`config.mk`:
```
export PLATFORM = sky130hd
export DESIGN_NAME = esp32_spi_slave
export DESIGN_NICKNAME = d
export VERILOG_FILES = /design/src/rtl/esp32_spi_slave.sv
export SDC_FILE = /design/constraint.sdc
export NUM_CORES = 1
export LEC_CHECK = 0
export CAP_MARGIN = 20
export CORE_UTILIZATION = 53
export CTS_CLUSTER_SIZE = 20
export DETAILED_ROUTE_END_ITERATION = 16
export GPL_ROUTABILITY_DRIVEN = 0
export GPL_TIMING_DRIVEN = 0
export PLACE_DENSITY = 0.75
export SETUP_SLACK_MARGIN = 0.5
export SLEW_MARGIN = 0
export SYNTH_ARGS = -nofsm -noshare
export SYNTH_HDL_FRONTEND = slang
export SYNTH_SLANG_ARGS = --single-unit
```
`constraint.sdc`:
```
create_clock -name clk_clk -period 5.5 [get_ports clk_clk]
set_clock_uncertainty 0.15 [all_clocks]
set_input_delay 1.375 -clock clk_clk [delete_from_list [all_inputs] [get_ports clk_clk]]
set_output_delay 1.375 -clock clk_clk [all_outputs]
set_load 0.02 [all_outputs]
```
`src/rtl/esp32_spi_slave.sv`:
```
// esp32_spi_slave: mode-0 SPI slave (CPOL=0/CPHA=0, MSB first, 8-bit bytes) for the ESP32.
// SCLK/MOSI/SS_n are oversampled in the clk_clk domain. Received bytes are presented on a
// ready/valid stream. MISO bytes come from a single-entry ready/valid holding register.
// Ports:
//   clk_clk, reset_reset            system clock, synchronous active-high reset
//   esp32_spi_SCLK/MOSI/SS_n        asynchronous SPI inputs from the ESP32
//   esp32_spi_MISO                  registered slave-out data (1 when not selected)
//   rx_data/rx_valid/rx_ready       received-byte stream
//   tx_data/tx_valid/tx_ready       holding-register write port for MISO bytes
//   rx_overrun/overrun_clr          sticky dropped-byte flag and its clear pulse
//   busy                            frame in progress
module esp32_spi_slave #(
   parameter logic [7:0] FILL_BYTE = 8'hFF
) (
   input  logic       clk_clk,
   input  logic       reset_reset,
   input  logic       esp32_spi_SCLK,
   input  logic       esp32_spi_MOSI,
   input  logic       esp32_spi_SS_n,
   output logic       esp32_spi_MISO,
   output logic [7:0] rx_data,
   output logic       rx_valid,
   input  logic       rx_ready,
   input  logic [7:0] tx_data,
   input  logic       tx_valid,
   output logic       tx_ready,
   output logic       rx_overrun,
   input  logic       overrun_clr,
   output logic       busy
);

   typedef enum logic [1:0] {WAIT_IDLE, IDLE, ACTIVE} state_t;

   state_t     state;
   logic       sclk_s1, sclk_s2, sclk_s3;
   logic       mosi_s1, mosi_s2;
   logic       ss_s1, ss_s2, ss_s3;
   logic [2:0] bit_cnt;
   logic [6:0] rx_shift;
   logic [7:0] tx_shift;
   logic [7:0] tx_hold;

   logic       sclk_rise, sclk_fall, ss_fall;
   logic       byte_done, tx_load;
   logic [7:0] rx_byte, load_byte;

   assign sclk_rise = sclk_s2 & ~sclk_s3;
   assign sclk_fall = ~sclk_s2 & sclk_s3;
   assign ss_fall   = ~ss_s2 & ss_s3;

   // Eighth rising edge of a byte while still selected
   assign byte_done = (state == ACTIVE) && !ss_s2 && sclk_rise && (bit_cnt == 3'd7);
   assign tx_load   = ((state == IDLE) && ss_fall) || byte_done;
   assign rx_byte   = {rx_shift, mosi_s2};
   // tx_ready doubles as the "holding register empty" flag
   assign load_byte = tx_ready ? FILL_BYTE : tx_hold;

   always_ff @(posedge clk_clk) begin
      if (reset_reset) begin
         state          <= WAIT_IDLE;
         sclk_s1        <= 1'b0;
         sclk_s2        <= 1'b0;
         sclk_s3        <= 1'b0;
         mosi_s1        <= 1'b0;
         mosi_s2        <= 1'b0;
         ss_s1          <= 1'b1;
         ss_s2          <= 1'b1;
         // History flop resets low so WAIT_IDLE cannot mistake the reset value of the
         // synchroniser for a genuinely deselected bus.
         ss_s3          <= 1'b0;
         bit_cnt        <= 3'd0;
         rx_shift       <= 7'd0;
         tx_shift       <= 8'd0;
         tx_hold        <= 8'd0;
         esp32_spi_MISO <= 1'b1;
         rx_data        <= 8'd0;
         rx_valid       <= 1'b0;
         tx_ready       <= 1'b1;
         rx_overrun     <= 1'b0;
         busy           <= 1'b0;
      end else begin
         // Synchronisers and edge-detect history
         sclk_s1 <= esp32_spi_SCLK;
         sclk_s2 <= sclk_s1;
         sclk_s3 <= sclk_s2;
         mosi_s1 <= esp32_spi_MOSI;
         mosi_s2 <= mosi_s1;
         ss_s1   <= esp32_spi_SS_n;
         ss_s2   <= ss_s1;
         ss_s3   <= ss_s2;

         // Holding register: a load empties it; a write in the same cycle refills it afterwards
         if (tx_load) begin
            tx_ready <= 1'b1;
         end
         if (tx_valid && tx_ready) begin
            tx_hold  <= tx_data;
            tx_ready <= 1'b0;
         end

         // Byte delivery; a set of the overrun flag overrides a simultaneous clear
         if (overrun_clr) begin
            rx_overrun <= 1'b0;
         end
         if (byte_done) begin
            if (!rx_valid || rx_ready) begin
               rx_data  <= rx_byte;
               rx_valid <= 1'b1;
            end else begin
               rx_overrun <= 1'b1;
            end
         end else if (rx_valid && rx_ready) begin
            rx_valid <= 1'b0;
         end

         case (state)
            WAIT_IDLE: begin
               esp32_spi_MISO <= 1'b1;
               // Wait for a deselect seen through the whole synchroniser chain
               if (ss_s1 && ss_s2 && ss_s3) begin
                  state <= IDLE;
               end
            end
            IDLE: begin
               esp32_spi_MISO <= 1'b1;
               bit_cnt        <= 3'd0;
               if (ss_fall) begin
                  tx_shift       <= load_byte;
                  esp32_spi_MISO <= load_byte[7];
                  busy           <= 1'b1;
                  state          <= ACTIVE;
               end
            end
            ACTIVE: begin
               if (ss_s2) begin
                  // Deselect: partial byte and loaded TX byte are discarded
                  state          <= IDLE;
                  busy           <= 1'b0;
                  bit_cnt        <= 3'd0;
                  esp32_spi_MISO <= 1'b1;
               end else begin
                  if (sclk_rise) begin
                     rx_shift <= rx_byte[6:0];
                     bit_cnt  <= bit_cnt + 3'd1;
                     if (bit_cnt == 3'd7) begin
                        tx_shift <= load_byte;
                     end
                  end
                  if (sclk_fall) begin
                     esp32_spi_MISO <= tx_shift[3'd7 - bit_cnt];
                  end
               end
            end
            default: state <= WAIT_IDLE;
         endcase
      end
   end

endmodule
```
# Word level (Yosys, flattened, before mapping)

Index checks and enable logic that the tools add are counted.

Register bits: 49
Input bits: 16

$add $sub $neg: 2
$lt $le $gt $ge: 1
Equal/unequal tests: 12
Muxes and demuxes: 30
Bitwise gates (word level): 6
Reductions and logical operators: 25

Operators by type and width:

| operator              | number |
|---|---|
| $mux W8               | 5 |
| $pmux W8 S2           | 1 |
| $mux W1               | 14 |
| $ne A2 B2 Y1 const B  | 5 |
| $reduce_and A3 Y1     | 3 |
| $logic_and A1 B1 Y1   | 8 |
| $reduce_and A2 Y1     | 4 |
| $mux W2               | 3 |
| $mux W3               | 2 |
| $ne A3 B3 Y1 const B  | 2 |
| $pmux W2 S3           | 1 |
| $pmux W3 S2           | 1 |
| $reduce_bool A2 Y1    | 3 |
| $reduce_and A5 Y1     | 1 |
| $lt A3 B4 Y1 const B  | 1 |
| $ne A2 B1 Y1 const B  | 2 |
| $add A3 B1 Y3 const B | 1 |
| $and A1 B1 Y1         | 3 |
| $bmux W1 S3           | 1 |
| $eq A3 B3 Y1 const B  | 1 |
| $not A1 Y1            | 3 |
| $pmux W1 S3           | 1 |
| $reduce_bool A3 Y1    | 1 |
| $sub A3 B3 Y3 const A | 1 |
| other kinds (6)       | 8 |

# Logic depth before layout (Yosys ltp)

Gate-level depths: netlist of the first run.

Word-level depth: 7
Mapped depth: 8
Depth with buffers taken out: 6

# Least setup slack after synthesis of the first run

No wires, ideal clock.

Path kind: input port to flip-flop
From: input reset_reset
To: register rx_data[0]
Setup time: 0.128 ns
Arrival: 2.189 ns
Path slack: 3.034 ns
Cell stages on the path: 4
Path through: clkbuf_1 -> clkbuf_1 -> clkbuf_1 -> nor2_1

RTL lines:

| what                 | RTL line | source |
|---|---|---|
| from (decl)          | 16       | `input logic reset_reset,` |
| to (signal assigned) | 107      | `rx_data <= rx_byte;` |
| to (decl)            | 21       | `output logic [7:0] rx_data,` |

No word-level cell between the ends.

# Worst setup path in the final report of the first run

From: register busy
To: output busy

RTL lines:

| what                   | RTL line | source |
|---|---|---|
| from (decl)            | 29       | `output logic busy` |
| from (signal assigned) | 80       | `busy <= 1'b0;` |
| from (signal assigned) | 130      | `busy <= 1'b1;` |
| from (signal assigned) | 138      | `busy <= 1'b0;` |

No word-level cell between the ends.

==> flow_metrics.py, run 1 <==
metrics = {
    "run_status": {
        "status": "completed",
    },
    "route": {
        "drc": 0,
        "first_pass_iters": 4,
        "routed_wl_mm": 3.66,
        "viasPerCell": 5.22,
        "postRouteAntennaNets": 0,
        "num_vias": 1520,
        "first_iter_violations": 46,
        "wl_per_cell_um": 12.6,
    },
    "yosys": {
        "async_flop_share_pct": 0,
        "avgSynthCellArea_sq_um": 9.77,
        "synth_edf_count": 0,
        "ys_seq_elements": 49,
        "netlist_instances": 209,
        "ys.flop_type": "dfxtp_1",
        "ys_warn_count": 0,
        "synth_nets": 232,
        "ys_seq_area_share_pct": 48.0,
        "syn_area_sq_um": 2040,
        "yosysUniqueCellTypes": 34,
    },
    "worst_setup_path": {
        "cp-start-kind": "flop",
        "regToRegSetupSlack_ns": 3.44,
        "path_class": "reg2out",
        "cp_slowest_stage_delay_ns": 0.60,
        "path_delay_family": "buffers and inverters",
        "r2r-start": "state[0]",
        "crit_chain": "clkdlybuf4s50_1",
        "ff2ff_path_depth": 8,
        "cp.required_ns": 3.97,
        "critPathBufInv": 1,
        "cp-startpoint": "busy",
        "critPathArrivalTime_ns": 1.25,
        "cp-end-kind": "output pin",
        "path_max_fanout": 2,
        "r2r_end": "tx_shift[5]",
        "crit_slowest_cell": "clkdlybuf4s50_1",
    },
    "timing": {
        "period_share_pct": 50.4,
        "timing_hold_violations_final": 0,
        "max_freq_ghz": 0.361,
        "finalCriticalPeriod_ns": 2.77,
        "setup_viol": 0,
        "whs_ns": 0.292,
        "slew_viol_final": 0,
        "tightest_slew_ns": 0.617,
        "grt_setup_unrepaired": "false",
        "maxSlewHeadroom_pct": 58.8,
        "tns_ns": 0,
    },
    "floorplan": {
        "die_x_um": 64.1,
        "core-area_sq_um": 3690,
        "die_h_um": 64.1,
        "start_util_pct": 55.4,
        "fp.dieArea_sq_um": 4100,
        "io_pins": 29,
        "placementRows": 22,
    },
    "worst_hold_path": {
        "min_path_type": "reg2reg",
        "min-delay-start": "ss_s1",
        "hold_path_end": "ss_s2",
        "hold-path-cell-count": 1,
    },
    "power_and_ir_drop": {
        "p_sw_mw": 0.268,
        "swShare_pct": 28.8,
        "ir_worst_vdd_uv": 204,
        "internal-power_mw": 0.662,
        "p_per_area_nw_per_um2": 375,
        "design_power_total_mw": 0.930,
        "clkPwrFrac_pct": 28.2,
        "combPwrFrac_pct": 26.6,
        "p_seq_share_pct": 45.2,
        "p_leak_nw": 0.961,
    },
    "global_route": {
        "grt_antenna_before_repair": 0,
        "track_usage_pct": 20.0,
        "grt_pass1_vias": 1460,
        "grt_first_pass_wirelength_mm": 6.25,
        "grt-ovfl-total": 0,
        "grt_max_degree": 16,
    },
    "cells_and_area": {
        "fin_nets": 265,
        "antenna_cells": 0,
        "fin_area_sq_um": 2480,
        "drive_gt1_share_pct": 11.1,
        "final_cell_mix": "dfxtp_1 (49), nor2_1 (29), clkdlybuf4s50_1 (26)",
        "final_common_cell": "dfxtp_1",
        "area_growth_pct": 21.6,
    },
    "clocking": {
        "clk_latency_ns": 0.30,
        "hold_buffers": 0,
        "cts_tree": "done",
        "clockBufferDepth": 2,
        "cts_buffers": 5,
        "post-cts-setup-buffer-count": 0,
        "clk_pin_slew_worst_paths_ns": 0.09,
        "clkSinkCount": 49,
        "h-tree-depth": 2,
        "cts.repair.resized": 0,
        "cts_root_buf": "clkbuf_8",
    },
    "place": {
        "postPlaceCellArea_sq_um": 2360,
        "portBuffers": 26,
        "place_hpwl_mm": 2.59,
    },
    "flow_run": {
        "drv_cap": 0,
    },
}
## state kept, by name, indices dropped and copies added, names as in the netlist
| name | count |
|---|---|
| bit_cnt | 3 |
| busy | 1 |
| esp32_spi_MISO | 1 |
| mosi_s1 | 1 |
| mosi_s2 | 1 |
| rx_data | 8 |
| rx_overrun | 1 |
| rx_shift | 7 |
| rx_valid | 1 |
| sclk_s1 | 1 |
| sclk_s2 | 1 |
| sclk_s3 | 1 |
| ss_s1 | 1 |
| ss_s2 | 1 |
| ss_s3 | 1 |
| state | 2 |
| tx_hold | 8 |
| tx_ready | 1 |
| tx_shift | 8 |
## metrics by stage
step / instances / utilization (%) / worst slack (ns)
6_report: 291 / 67.3 / 2.73
5_1_grt: 291 / 67.3 / 2.68
4_1_cts: 291 / 67.3 / 2.72
3_5_place_dp: 283 / 64.0 / 2.66
3_3_place_gp: 283 / 64.0 / 2.66
2_1_floorplan: 209 / - / 3.03
## power by group through the flow
stage	logic (mW)	registers (mW)	clock network, mW
after floorplan	0.186	0.429	0
after global placement	0.244	0.428	0
after detailed placement	0.247	0.428	0
after CTS	0.250	0.420	0.270
after global routing	0.272	0.425	0.287
final	0.247	0.420	0.263
## cell type report
type,count,area (sq um)
tap,48,60.1
buffer,14,68.8
inverter,5,18.8
clock buffer,6,82.6
timing repair buffer,26,260
multi-input combinational,141,973
sequential,49,981
clock inverter,2,37.5
fill,330,1210
## cells by family (layout without fill, tap and decap cells)
kind of cell	count (synthesis)	in the layout	share of synthesized area [%]
AO/OA/AOI/OAI	41	41	14.3
adder cells (fa/ha/maj)	7	7	4.29
buffers and inverters	19	53	4.29
flip-flops	49	49	48.0
AND/OR/NAND/NOR	73	73	18.0
multiplexers	20	20	11.1
## synth_stat cells (2+ instances only)
cell type | instances | area share [%]
or2_2 | 2 | 0.61
ha_1 | 7 | 4.3
clkbuf_1 | 9 | 1.7
o22ai_1 | 2 | 0.61
inv_1 | 5 | 0.92
buf_6 | 2 | 1.1
mux4_2 | 2 | 2.2
nand3_1 | 8 | 2.0
nor3_1 | 2 | 0.49
and4b_1 | 2 | 0.98
nor2_1 | 29 | 5.3
mux2i_1 | 17 | 8.3
a211oi_2 | 8 | 4.9
buf_1 | 2 | 0.37
dfxtp_1 | 49 | 48
o21ai_0 | 2 | 0.49
nand2_1 | 12 | 2.2
nand2b_1 | 5 | 1.5
a22oi_1 | 2 | 0.74
a21oi_1 | 20 | 4.9
nor2b_1 | 9 | 2.8
## how the worst max path moves through the flow
stage	slack, ns	cells after the start	endpoint
after floorplan	3.03	4	rx_data[0]
after global placement	2.66	5	rx_data[5]
after detailed placement	2.66	5	rx_data[0]
after CTS	2.72	1	busy
after global routing	2.68	1	rx_data[1]
final	2.73	1	busy
## metal layers
metal  vias up  part of all wire [%]  track usage (%)
met4         0                  0.46             6.25
met2        23                    48             34.2
li1        782                     -                -
met1       713                    48             23.5
met3         2                   3.4             6.61
met5         -                     0                0
No activity file was read; power rests on OpenSTA's default activity.
==> run 2: changes to the inputs <==
==> constraint.sdc (replaced) <==
create_clock -name clk_clk -period 2.61 [get_ports clk_clk]
set_clock_uncertainty 0.15 [all_clocks]
set_input_delay 0.6525 -clock clk_clk [delete_from_list [all_inputs] [get_ports clk_clk]]
set_output_delay 0.6525 -clock clk_clk [all_outputs]
set_load 0.02 [all_outputs]
==> flow_metrics.py, run 2 (synthesized netlist as in run 1, its figures left out) <==
metrics = {
    "floorplan": {
        "placementRows": 22,
        "die_x_um": 64.1,
        "core-area_sq_um": 3690,
        "start_util_pct": 55.4,
        "fp.dieArea_sq_um": 4100,
        "die_h_um": 64.1,
        "io_pins": 29,
    },
    "place": {
        "place_hpwl_mm": 2.59,
        "portBuffers": 26,
    },
    "global_route": {
        "grt-ovfl-total": 0,
        "grt_pass1_vias": 1460,
        "grt_antenna_before_repair": 0,
        "grt_max_degree": 16,
        "track_usage_pct": 20.0,
        "grt_first_pass_wirelength_mm": 6.25,
    },
    "clocking": {
        "clockBufferDepth": 2,
        "clk_latency_ns": 0.30,
        "hold_buffers": 0,
        "cts_buffers": 5,
        "cts_tree": "done",
        "clk_pin_slew_worst_paths_ns": 0.09,
        "post-cts-setup-buffer-count": 0,
        "clkSinkCount": 49,
        "cts.repair.resized": 0,
        "h-tree-depth": 2,
        "cts_root_buf": "clkbuf_8",
    },
    "cells_and_area": {
        "final_cell_mix": "dfxtp_1 (48), nor2_1 (29), clkdlybuf4s50_1 (26)",
        "area_growth_pct": 21.8,
        "drive_gt1_share_pct": 12.3,
        "reg.largest.list": "rx_data (8), tx_hold (8), tx_shift (8)",
        "antenna_cells": 0,
        "final_common_cell": "dfxtp_1",
        "fin_nets": 265,
    },
    "route": {
        "postRouteAntennaNets": 0,
        "first_iter_violations": 46,
        "first_pass_iters": 4,
        "num_vias": 1519,
        "wl_per_cell_um": 12.6,
        "viasPerCell": 5.22,
        "routed_wl_mm": 3.67,
        "drc": 0,
    },
    "worst_setup_path": {
        "cp.required_ns": 1.81,
        "crit_chain": "clkdlybuf4s50_1",
        "critPathArrivalTime_ns": 1.25,
        "path_max_fanout": 2,
        "path_delay_family": "buffers and inverters",
        "cp-end-kind": "output pin",
        "crit_slowest_cell": "clkdlybuf4s50_1",
        "critPathBufInv": 1,
        "cp-start-kind": "flop",
        "path_class": "reg2out",
        "cp_slowest_stage_delay_ns": 0.60,
    },
    "timing": {
        "finalCriticalPeriod_ns": 2.05,
        "grt_setup_unrepaired": "false",
        "tns_ns": 0,
        "timing_hold_violations_final": 0,
        "slew_viol_final": 0,
        "max_freq_ghz": 0.488,
        "period_share_pct": 78.6,
        "setup_viol": 0,
        "maxSlewHeadroom_pct": 58.8,
        "tightest_slew_ns": 0.617,
    },
    "power_and_ir_drop": {
        "p_leak_nw": 0.962,
        "design_power_total_mw": 1.97,
        "ir_worst_vdd_uv": 431,
        "p_per_area_nw_per_um2": 790,
    },
    "worst_hold_path": {
        "min_path_type": "reg2reg",
    },
    "run_status": {
        "status": "completed",
    },
    "flow_run": {
        "drv_cap": 0,
    },
}
run 2: cell counts in the layout (fill, tap and decap cells not counted):
No cell type changed its count.
run 2: worst paths after layout:
path | from | endpoint | slack [ns] | cells after the start
worst max-delay path | busy | busy | 0.56 | 1
worst min-delay path | ss_s1 | ss_s2 | 0.29 | 1
worst max register to register | state[1] | tx_shift[5] | 0.64 | 8
worst min register to register | ss_s1 | ss_s2 | 0.29 | 1
run 2: metrics by stage:
stage / cells / utilization (%) / hold slack [ns] / setup WS (ns) / area (sq um)
6_report: 291 / 67.4 / 0.292 / 0.560 / 2490
3_5_place_dp: 283 / 64.0 / 0.278 / 0.489 / 2360
4_1_cts: 291 / 67.3 / 0.299 / 0.542 / 2480
2_1_floorplan: 209 / - / 0.260 / 0.726 / 2040
5_1_grt: 291 / 67.4 / 0.313 / 0.505 / 2490
3_3_place_gp: 283 / 64.0 / 0.274 / 0.497 / 2360
run 2: metal layers:
layer  track usage [%]  wire length (um)  vias to the layer above
met5                 0                 0                        -
met4              6.25                17                        0
met3              6.61               122                        2
met2              34.2              1770                       22
met1              23.5              1760                      711
li1                  -                 -                      784
run 2: power by group:
group | internal [mW] | switching, mW
combinational | 0.252 | 0.271
sequential | 0.836 | 0.0521
clock | 0.311 | 0.242
run 2: cell type report:
class,instances,area [sq um]
clock buffers,6,82.6
well taps,48,60.1
clock inverters,2,37.5
flip-flops and latches,49,982
plain buffers,14,70.1
inverters,5,18.8
fillers,328,1200
repair buffers,26,260
multi-input cells,141,976
